`src/rtl/i2c_pkg.sv`:
```
// Shared types and defaults for the I2C init sequencer and its gap timer.
package i2c_pkg;

  typedef enum logic [2:0] {
    ST_IDLE      = 3'd0,
    ST_ISSUE     = 3'd1,
    ST_WAIT      = 3'd2,
    ST_CAPTURE   = 3'd3,
    ST_POLL_WAIT = 3'd4,
    ST_DONE      = 3'd5
  } state_t;

  typedef enum logic {
    PH_WR = 1'b0,
    PH_RD = 1'b1
  } phase_t;

  localparam logic [7:0] DEV_WR_DEFAULT = 8'hA6;
  localparam logic [7:0] DEV_RD_DEFAULT = 8'hA7;

endpackage

```
`src/rtl/i2c_gap_timer.sv`:
```
// Loadable down-counter that spaces transactions for a master with no done flag.
module i2c_gap_timer #(
  parameter int CNT_W = 20
) (
  input  logic             clk_sys,
  input  logic             rst_n,
  input  logic             load,
  input  logic [CNT_W-1:0] load_val,
  output logic             zero
);

  logic [CNT_W-1:0] count;

  // Load on request, otherwise count down and rest at zero.
  always_ff @(posedge clk_sys or negedge rst_n) begin
    if (!rst_n) begin
      count <= '0;
    end else if (load) begin
      count <= load_val;
    end else if (count != '0) begin
      count <= count - 1'b1;
    end
  end

  assign zero = (count == '0);

endmodule

```
`src/rtl/i2c_init_seq.sv`:
```
// Replays a fixed table of I2C writes, then issues reads and presents each result.
// Build option: define I2C_INIT_SEQ_POLL_EN to keep reading forever with a
// POLL_CYCLES pause between reads; without it a single read is done.
module i2c_init_seq
  import i2c_pkg::*;
#(
  parameter int                    INIT_LEN    = 4,
  parameter logic [INIT_LEN*8-1:0] INIT_ROM    = {8'h2D, 8'h08, 8'h31, 8'h0B},
  parameter logic [7:0]            DEV_WR      = DEV_WR_DEFAULT,
  parameter logic [7:0]            DEV_RD      = DEV_RD_DEFAULT,
  parameter logic [7:0]            RD_REG      = 8'h32,
  parameter int                    GAP_CYCLES  = 250000,
  parameter int                    POLL_CYCLES = 500000,
  parameter int                    CNT_W       = 20
) (
  input  logic        clk_sys,
  input  logic        rst_n,
  input  logic        start,
  output logic        i2c_en,
  output logic [7:0]  i2c_addr,
  output logic [7:0]  i2c_data,
  input  logic [15:0] i2c_rdata,
  output logic [15:0] sample,
  output logic        sample_vld,
  output logic        init_done,
  output logic        busy
);

  localparam int MAX_CNT = (GAP_CYCLES > POLL_CYCLES) ? GAP_CYCLES : POLL_CYCLES;
  localparam logic [CNT_W-1:0] GAP_LOAD = CNT_W'(GAP_CYCLES - 1);
  localparam logic [3:0]       LAST_IDX = 4'(INIT_LEN - 1);

  if (CNT_W < $clog2(MAX_CNT)) begin : g_cnt_w_check
    $error("CNT_W is too narrow for GAP_CYCLES/POLL_CYCLES");
  end

  state_t           state, next_state;
  phase_t           phase, nxt_phase;
  logic [3:0]       idx, nxt_idx;
  logic             go_issue, go_capture, set_init;
  logic             tmr_load, tmr_zero;
  logic [CNT_W-1:0] tmr_val;

  // Entry 0 sits in the top byte of INIT_ROM.
  function automatic logic [7:0] rom_entry(input logic [3:0] i);
    rom_entry = 8'h00;
    for (int k = 0; k < INIT_LEN; k++) begin
      if (i == 4'(k)) rom_entry = INIT_ROM[(INIT_LEN-1-k)*8 +: 8];
    end
  endfunction

  i2c_gap_timer #(.CNT_W(CNT_W)) u_gap_timer (
    .clk_sys  (clk_sys),
    .rst_n    (rst_n),
    .load     (tmr_load),
    .load_val (tmr_val),
    .zero     (tmr_zero)
  );

  // State register.
  always_ff @(posedge clk_sys or negedge rst_n) begin
    if (!rst_n) state <= ST_IDLE;
    else        state <= next_state;
  end

  // Next-state decode plus the one-cycle controls for the datapath and timer.
  always_comb begin
    next_state = state;
    nxt_idx    = idx;
    nxt_phase  = phase;
    go_issue   = 1'b0;
    go_capture = 1'b0;
    set_init   = 1'b0;
    tmr_load   = 1'b0;
    tmr_val    = GAP_LOAD;
    case (state)
      ST_IDLE: begin
        if (start) begin
          next_state = ST_ISSUE;
          go_issue   = 1'b1;
          nxt_idx    = 4'd0;
          nxt_phase  = PH_WR;
        end
      end
      ST_ISSUE: begin
        next_state = ST_WAIT;
        tmr_load   = 1'b1;
      end
      ST_WAIT: begin
        if (tmr_zero) begin
          if (phase == PH_RD) begin
            next_state = ST_CAPTURE;
            go_capture = 1'b1;
          end else if (idx == LAST_IDX) begin
            next_state = ST_ISSUE;
            go_issue   = 1'b1;
            set_init   = 1'b1;
            nxt_phase  = PH_RD;
          end else begin
            next_state = ST_ISSUE;
            go_issue   = 1'b1;
            nxt_idx    = idx + 4'd1;
          end
        end
      end
`ifdef I2C_INIT_SEQ_POLL_EN
      ST_CAPTURE: begin
        next_state = ST_POLL_WAIT;
        tmr_load   = 1'b1;
        tmr_val    = CNT_W'(POLL_CYCLES - 1);
      end
      ST_POLL_WAIT: begin
        if (tmr_zero) begin
          next_state = ST_ISSUE;
          go_issue   = 1'b1;
        end
      end
`else
      ST_CAPTURE: begin
        next_state = ST_DONE;
      end
`endif
      ST_DONE: begin
        next_state = ST_DONE;
      end
      default: begin
        next_state = ST_IDLE;
      end
    endcase
  end

  // Registered table position, bus bytes, captured sample and sticky init flag.
  always_ff @(posedge clk_sys or negedge rst_n) begin
    if (!rst_n) begin
      idx        <= 4'd0;
      phase      <= PH_WR;
      i2c_addr   <= 8'h00;
      i2c_data   <= 8'h00;
      sample     <= 16'h0000;
      sample_vld <= 1'b0;
      init_done  <= 1'b0;
    end else begin
      sample_vld <= go_capture;
      if (go_capture) sample <= i2c_rdata;
      if (set_init) init_done <= 1'b1;
      if (go_issue) begin
        idx   <= nxt_idx;
        phase <= nxt_phase;
        if (nxt_phase == PH_RD) begin
          i2c_addr <= DEV_RD;
          i2c_data <= RD_REG;
        end else begin
          i2c_addr <= DEV_WR;
          i2c_data <= rom_entry(nxt_idx);
        end
      end
    end
  end

  assign i2c_en = (state == ST_ISSUE);
  assign busy   = (state != ST_IDLE) && (state != ST_DONE);

endmodule
```
`config.mk`:
```
export PLATFORM = sky130hd
export DESIGN_NAME = i2c_init_seq
export DESIGN_NICKNAME = d
export VERILOG_FILES = /design/src/rtl/i2c_pkg.sv /design/src/rtl/i2c_gap_timer.sv /design/src/rtl/i2c_init_seq.sv
export SDC_FILE = /design/constraint.sdc
export NUM_CORES = 1
export LEC_CHECK = 0
export ABC_AREA = 1
export BUFFER_PORTS_ARGS = -buffer_cell sky130_fd_sc_hd__clkbuf_2
export CORE_ASPECT_RATIO = 0.75
export CORE_MARGIN = 1
export CORE_UTILIZATION = 50
export DETAILED_ROUTE_END_ITERATION = 8
export PLACE_DENSITY = 0.77
export SYNTH_ARGS = -nofsm -noshare
export SYNTH_HDL_FRONTEND = slang
export SYNTH_HIERARCHICAL = 1
export SYNTH_SLANG_ARGS = --single-unit
export TNS_END_PERCENT = 5
```
`constraint.sdc`:
```
create_clock -name clk_sys -period 2.4 [get_ports clk_sys]
set_input_delay 0 -clock clk_sys [delete_from_list [all_inputs] [get_ports clk_sys]]
set_output_delay 0 -clock clk_sys [all_outputs]
set_load 0.03 [all_outputs]
```
==> impl_metrics.py, run 1 <==
metrics = {
    "outcome": {
        "status": "finished, final reports clean",
    },
    "timing": {
        "hold_viol_final": 0,
        "holdWs_ns": 0.0365,
        "post-route-period-util": 0.969,
        "max-slew-margin-rel": 0.555,
        "rsz0062_at_grt": "true",
        "period_needed_ns": 2.32,
        "max_freq_mhz": 430,
        "setup_viol": 0,
        "fin_setup_tns_ns": 0,
        "tightestPinTransition_ns": 0.668,
        "fin_worst_skew_ns": 0.00703,
        "drv_slew": 0,
    },
    "critical_path": {
        "critPathCaptureType": "flip-flop",
        "crit_type": "reg2reg",
        "crit_slowest_cell": "dfrtp_1",
        "cp_max_fo": 6,
        "critPathMaxStageDelay_ns": 0.39,
        "path_cells": "inv_1, ha_1, nand2_1, nor4_2, and3_1, inv_2, nor2_4, buf_4, nand2_1, a21oi_1, nand2_1, nand2_2, nor2_4, nand2_2, o21ai_2",
        "start_kind": "flip-flop",
        "cp_data_required_time_ns": 2.61,
        "crit_path_frequent_cell": "nand2_1",
        "critPathArrivalTime_ns": 2.53,
    },
    "cts": {
        "clock_path_buffers": 2,
        "h-tree-depth": 2,
        "cts_tree": "built",
        "cts_buffers": 5,
        "clk_pin_slew_worst_paths_ns": 0.10,
        "clkSinkCount": 53,
        "root_buffer": "clkbuf_8",
        "clk-insertion-delay-late_ns": 0.31,
    },
    "layout": {
        "drive_gt1_frac": 0.220,
        "area_delta_synth_final_pct": 21.7,
        "nNetsFinal": 511,
        "fillers": 479,
        "register_area_sq_um": 1330,
        "n_antenna_cell": 0,
        "multiInputGateArea_sq_um": 1540,
    },
    "drt": {
        "drt_iter0_markers": 202,
        "via_per_inst": 4.82,
        "drc": 0,
        "wl_um": 6760,
        "dr.pass1.iters": 5,
        "ant_nets": 0,
        "wire_per_inst_um": 11.9,
        "via_count": 2738,
    },
    "global_routing": {
        "grt_pass1_wl_um": 11600,
        "grt_max_degree": 54,
        "grt_overflow_total": 0,
        "antenna_found_initial": 0,
        "grt_use_total": 0.231,
        "grt_pass1_vias": 2508,
    },
    "floorplanning": {
        "die-area_sq_um": 6370,
        "core_area_sq_um": 5830,
        "fp.dieW_um": 91.8,
        "die_h_um": 69.4,
        "num_io_pins": 55,
        "rows": 24,
        "start_util": 0.519,
    },
    "power": {
        "ir_worst_vdd_v": 0.000424,
        "power.density_nw_per_um2": 1040,
        "finalPower_mw": 3.82,
        "p_leak_nw": 1.85,
    },
    "logic_synthesis": {
        "synth.distinct_cells": 37,
        "synth_area_leaders": "dfrtp_1, nand2_1, inv_1",
        "synthTopCellsByCount": "nand2_1, dfrtp_1, inv_1",
        "synthCells": 403,
        "syn_area_per_cell_sq_um": 7.51,
        "synth_warnings": 6,
        "synth_area_sq_um": 3030,
        "synth.most_common_cell": "nand2_1",
        "yosys.area.top_type": "dfrtp_1",
        "synthArstFlopShare": 1.00,
        "synth_ff_type": "dfrtp_1",
        "ys_seq_area_frac": 0.438,
        "yosys.area.top_type_share": 0.438,
        "synth_seq_cells": 53,
        "synth-edff-count": 0,
    },
    "placement": {
        "routabilityCongestion": 0.844,
        "numPortBuffers": 49,
        "hpwl_um": 4610,
    },
    "hold_path": {
        "min_path_type": "in2reg",
    },
    "flow_run": {
        "drv_cap": 0,
    },
}
## stage by stage
stage | worst slack (ns) | area (sq um) | std cells | utilization
after floorplan | 0.423 | 3110 | 426 | -
after global placement | 0.292 | 3370 | 541 | 0.578
after detailed placement | 0.193 | 3370 | 541 | 0.578
after CTS | 0.159 | 3650 | 566 | 0.627
after global routing | -0.0722 | 3680 | 568 | 0.632
final | 0.0755 | 3680 | 568 | 0.632
## power breakdown
group	switching, mW	internal [mW]	leakage [nW]
Sequential	0.282	1.16	0.595
Clock	0.303	0.312	0.0543
Combinational	1.20	0.568	1.21
## flip-flops by register name, summed over array words and instances (netlist names)
signal,cells
sample,16
i2c_data,6
sample_vld,1
idx,4
i2c_addr,2
init_done,1
state,3
u_gap_timer/count,20
## kinds of logic after synthesis
kind of cell / after synthesis / synth area share
compound gates: 26 / 0.0525
xor+xnor: 5 / 0.0145
fa+ha+maj: 3 / 0.0124
buf+inv: 55 / 0.0873
flops: 53 / 0.438
other cells: 2 / 0.00248
simple gates: 259 / 0.392
## critical path: cells and delay by family, from the launching register on
family / cells / cell delay (ns)
AO/OA/AOI/OAI: 2 / 0.18
adder cells (fa/ha/maj): 1 / 0.17
buffers and inverters: 3 / 0.34
flip-flops: 1 / 0.39
AND/OR/NAND/NOR: 9 / 1.15
## cells in the final DEF, fill, tap and decap left out, drive strengths merged, types with 3 or more instances in the layout
cell type / n
a21oi: 5
buf: 5
clkbuf: 54
conb: 25
dfrtp: 53
dlygate4sd3: 17
ha: 3
inv: 40
nand2: 174
nand3: 22
nand3b: 3
nand4: 10
nor2: 44
o21ai: 16
xor2: 3
## cell type report
cell class	count	area share
Multi-Input combinational cell	318	0.417
Sequential cell	53	0.360
Timing Repair Buffer	71	0.123
Inverter	40	0.0421
Tap cell	78	0.0265
Clock buffer	5	0.0187
Clock inverter	3	0.0126
## routing by layer
| layer | global-route usage | part of all wire | up-vias |
|---|---|---|---|
| met5 | 0 | 0 | - |
| met4 | 0.0573 | 0.0068 | 0 |
| met3 | 0.0439 | 0.047 | 5 |
| met2 | 0.370 | 0.46 | 84 |
| met1 | 0.324 | 0.49 | 1251 |
| li1 | - | - | 1398 |
## final timing paths
kind / startpoint / to / slack, ns / cells after the start
min: start / state[0] / 0.04 / 3
min reg2reg: sample[5] / sample[5] / 0.48 / 2
max reg2reg: u_gap_timer/count[1] / i2c_data[3] / 0.08 / 15
max in group asynchronous: rst_n / u_gap_timer/count[19] / 1.61 / 3
max: u_gap_timer/count[1] / i2c_data[3] / 0.08 / 15
min in group asynchronous: rst_n / i2c_data[5] / 0.33 / 3
## what timing repair did
action | 4_1_cts | 5_1_grt
resized for setup | 0 | 5
hold endpoints to repair | 69 | 0
hold buffers | 17 | 0
buffers inserted | 0 | 2
setup endpoints to repair | 0 | 7
Note: power is estimated with default switching activity, not from simulation.
==> run 2: changes to the inputs <==
--- a/config.mk
+++ b/config.mk
@@ -11,9 +11,8 @@
 export CORE_MARGIN = 1
 export CORE_UTILIZATION = 50
 export DETAILED_ROUTE_END_ITERATION = 8
-export PLACE_DENSITY = 0.77
+export PLACE_DENSITY = 0.73
 export SYNTH_ARGS = -nofsm -noshare
 export SYNTH_HDL_FRONTEND = slang
-export SYNTH_HIERARCHICAL = 1
 export SYNTH_SLANG_ARGS = --single-unit
 export TNS_END_PERCENT = 5
==> impl_metrics.py, run 2 <==
metrics = {
    "outcome": {
        "status": "finished, final reports clean",
    },
    "power": {
        "p_leak_nw": 1.67,
        "power.density_nw_per_um2": 835,
        "power_frac_clock": 0.213,
        "combPwrFrac": 0.381,
        "ir_worst_vdd_v": 0.000417,
        "switching_share": 0.414,
        "power_frac_seq": 0.407,
        "p_int_mw": 1.70,
        "switching_power_mw": 1.20,
    },
    "logic_synthesis": {
        "ys_seq_area_frac": 0.459,
        "synth_seq_cells": 53,
        "synthCells": 357,
        "yosys.area.top_type_share": 0.459,
        "synth_warnings": 0,
        "synth-edff-count": 0,
        "yosys.area.top_type": "dfrtp_1",
        "syn_area_per_cell_sq_um": 8.09,
        "synthTopCellsByCount": "nand2_1, dfrtp_1, inv_1",
        "synth.distinct_cells": 41,
        "synthXorXnorAreaFrac": 0.00909,
        "synthArstFlopShare": 1.00,
        "synth_top_family_by_area": "simple AND/OR/NAND/NOR gates",
        "synth_compound_area_frac": 0.0875,
        "synth.most_common_cell": "nand2_1",
        "synth_ff_type": "dfrtp_1",
        "synth_simple_gate_area_share": 0.335,
        "yosys-mux-area-fraction": 0,
        "synth_area_leaders": "dfrtp_1, nand2_1, inv_1",
        "synth_fa_ha_area_frac": 0.0130,
        "synth_area_sq_um": 2890,
    },
    "floorplanning": {
        "num_io_pins": 55,
        "die_h_um": 67.8,
        "start_util": 0.531,
        "core_area_sq_um": 5440,
        "fp.dieW_um": 89.8,
        "rows": 23,
        "die-area_sq_um": 6090,
    },
    "cts": {
        "clk-insertion-delay-late_ns": 0.31,
        "postCtsSetupBuffers": 0,
        "clock_path_buffers": 2,
        "clk_pin_slew_worst_paths_ns": 0.10,
        "root_buffer": "clkbuf_8",
        "cts_buffers": 5,
        "cts_resized": 0,
        "cts_tree": "built",
        "h-tree-depth": 2,
        "ctsHoldBuffers": 17,
        "clkSinkCount": 53,
    },
    "layout": {
        "final_common_cell": "nand2_1",
        "nNetsFinal": 448,
        "n_antenna_cell": 0,
        "area_delta_synth_final_pct": 19.9,
        "regMostFlops": "u_gap_timer.count",
        "final_cell_mix": "nand2_1, dfrtp_1, clkbuf_2",
        "drive_gt1_frac": 0.246,
        "reg.largest.list": "u_gap_timer.count x20, sample x16, i2c_data x6",
        "final_core_util": 0.637,
        "largest_reg_flops": 20,
    },
    "drt": {
        "dr.pass1.iters": 4,
        "via_count": 2548,
        "drt_iter0_markers": 181,
        "drc": 0,
        "routed-wl-met3_um": 342,
        "via_per_inst": 5.08,
        "wl_um": 6310,
        "wl_met2_um": 2840,
        "ant_nets": 0,
        "met1_length_um": 3050,
        "routed.top_layer": "met4",
        "wire_per_inst_um": 12.6,
    },
    "hold_path": {
        "min_path_type": "in2async",
    },
    "timing": {
        "drv_slew": 0,
        "setup_viol": 0,
        "holdWs_ns": 0.327,
        "hold_viol_final": 0,
        "rsz0062_at_grt": "false",
        "max_freq_mhz": 503,
        "tightestPinTransition_ns": 0.678,
        "post-route-period-util": 0.829,
        "fin_setup_tns_ns": 0,
        "fin_worst_skew_ns": 0.0112,
        "max-slew-margin-rel": 0.548,
        "period_needed_ns": 1.99,
    },
    "placement": {
        "routabilityCongestion": 0.861,
        "numPortBuffers": 49,
        "hpwl_um": 4440,
    },
    "critical_path": {
        "cp_max_fo": 6,
        "critPathArrivalTime_ns": 2.20,
        "crit_type": "reg2reg",
        "crit_slowest_cell": "dfrtp_1",
        "cp_data_required_time_ns": 2.61,
        "rr_endpoint": "i2c_data[3]",
        "start_kind": "flip-flop",
        "reg2reg_setup_slack_ns": 0.41,
        "critPathCaptureType": "flip-flop",
        "r2r_cells": 13,
        "critPathMaxStageDelay_ns": 0.45,
        "r2r_start": "u_gap_timer.count[0]",
        "path_cells": "inv_1, ha_1, inv_1, nor2_1, nand2_1, nor2_1, nand4_1, nand2_1, nand3_1, nand2_1, inv_1, nor2_1, o21ai_1",
    },
    "global_routing": {
        "grt_pass1_vias": 2331,
        "antenna_found_initial": 0,
        "grt_max_degree": 54,
        "grt_pass1_wl_um": 10800,
        "grt_use_total": 0.229,
        "grt_overflow_total": 0,
    },
    "flow_run": {
        "drv_cap": 0,
    },
}
-- run 2: cell types whose count changed in the layout (fill, tap and decap cells not counted), sizes merged, moves of 2 or more --
cell and change:
buf -2, inv +7, a21oi +13, nand3 -5, nand4 -4, nand3b -2
nand2 -66, nor2 +4, conb -20, nor3 +5, nor4 +3
-- run 2: layout make-up --
class,instances,area [sq um]
inverters,47,179
fillers,461,1980
clock buffers,5,68.8
clock inverters,3,43.8
multi-input cells,249,1300
repair buffers,70,448
well taps,75,93.8
flip-flops and latches,53,1330
-- run 2: logic make-up (layout without fill, tap and decap cells) --
| logic type | after synthesis | in the layout |
|---|---|---|
| xor+xnor | 3 | 3 |
| buf+inv | 59 | 125 |
| flops | 53 | 53 |
| compound gates | 44 | 44 |
| simple gates | 194 | 194 |
| fa+ha+maj | 3 | 3 |
| other cells | 1 | 5 |
-- run 2: routing by layer --
metal,GRT usage,vias to the layer above
li1,-,1265
met1,0.312,1198
met2,0.365,78
met3,0.0489,7
met4,0.0881,0
met5,0,-
-- run 2: how the worst max path moves through the flow --
stage          cells past startpoint          end  slack (ns)                  from
3_3_place_gp                      11    sample[5]        0.50  u_gap_timer.count[0]
5_1_grt                           13  i2c_data[3]        0.15  u_gap_timer.count[0]
3_5_place_dp                      11   sample[13]        0.43  u_gap_timer.count[0]
2_1_floorplan                     12    sample[0]        0.68  u_gap_timer.count[0]
6_report                          13  i2c_data[3]        0.41  u_gap_timer.count[0]
4_1_cts                           11    sample[7]        0.43  u_gap_timer.count[0]
-- run 2: through the flow --
step	total power, mW	std cells	setup WS, ns	instance area (sq um)
2_1_floorplan	1.97	361	0.678	2900
3_3_place_gp	2.25	476	0.504	3170
3_5_place_dp	2.27	476	0.433	3170
4_1_cts	2.91	501	0.432	3450
5_1_grt	3.11	502	0.152	3460
6_report	2.89	502	0.411	3460
-- run 2: power by group through the flow --
stage / registers, mW / logic (mW) / clock network [mW]
2_1_floorplan: 1.26 / 0.714 / 0
3_3_place_gp: 1.19 / 1.05 / 0
3_5_place_dp: 1.19 / 1.07 / 0
4_1_cts: 1.18 / 1.10 / 0.634
5_1_grt: 1.20 / 1.24 / 0.674
6_report: 1.18 / 1.10 / 0.615
-- run 2: worst max-delay path, delay by kind of cell (launching register included) --
kind                       cells  cell delay (ns)
buffers and inverters          3             0.24
and+or+nand+nor                8             0.95
DFF                            1             0.45
AOI/OAI and AO/OA              1             0.06
adders and majority gates      1             0.18
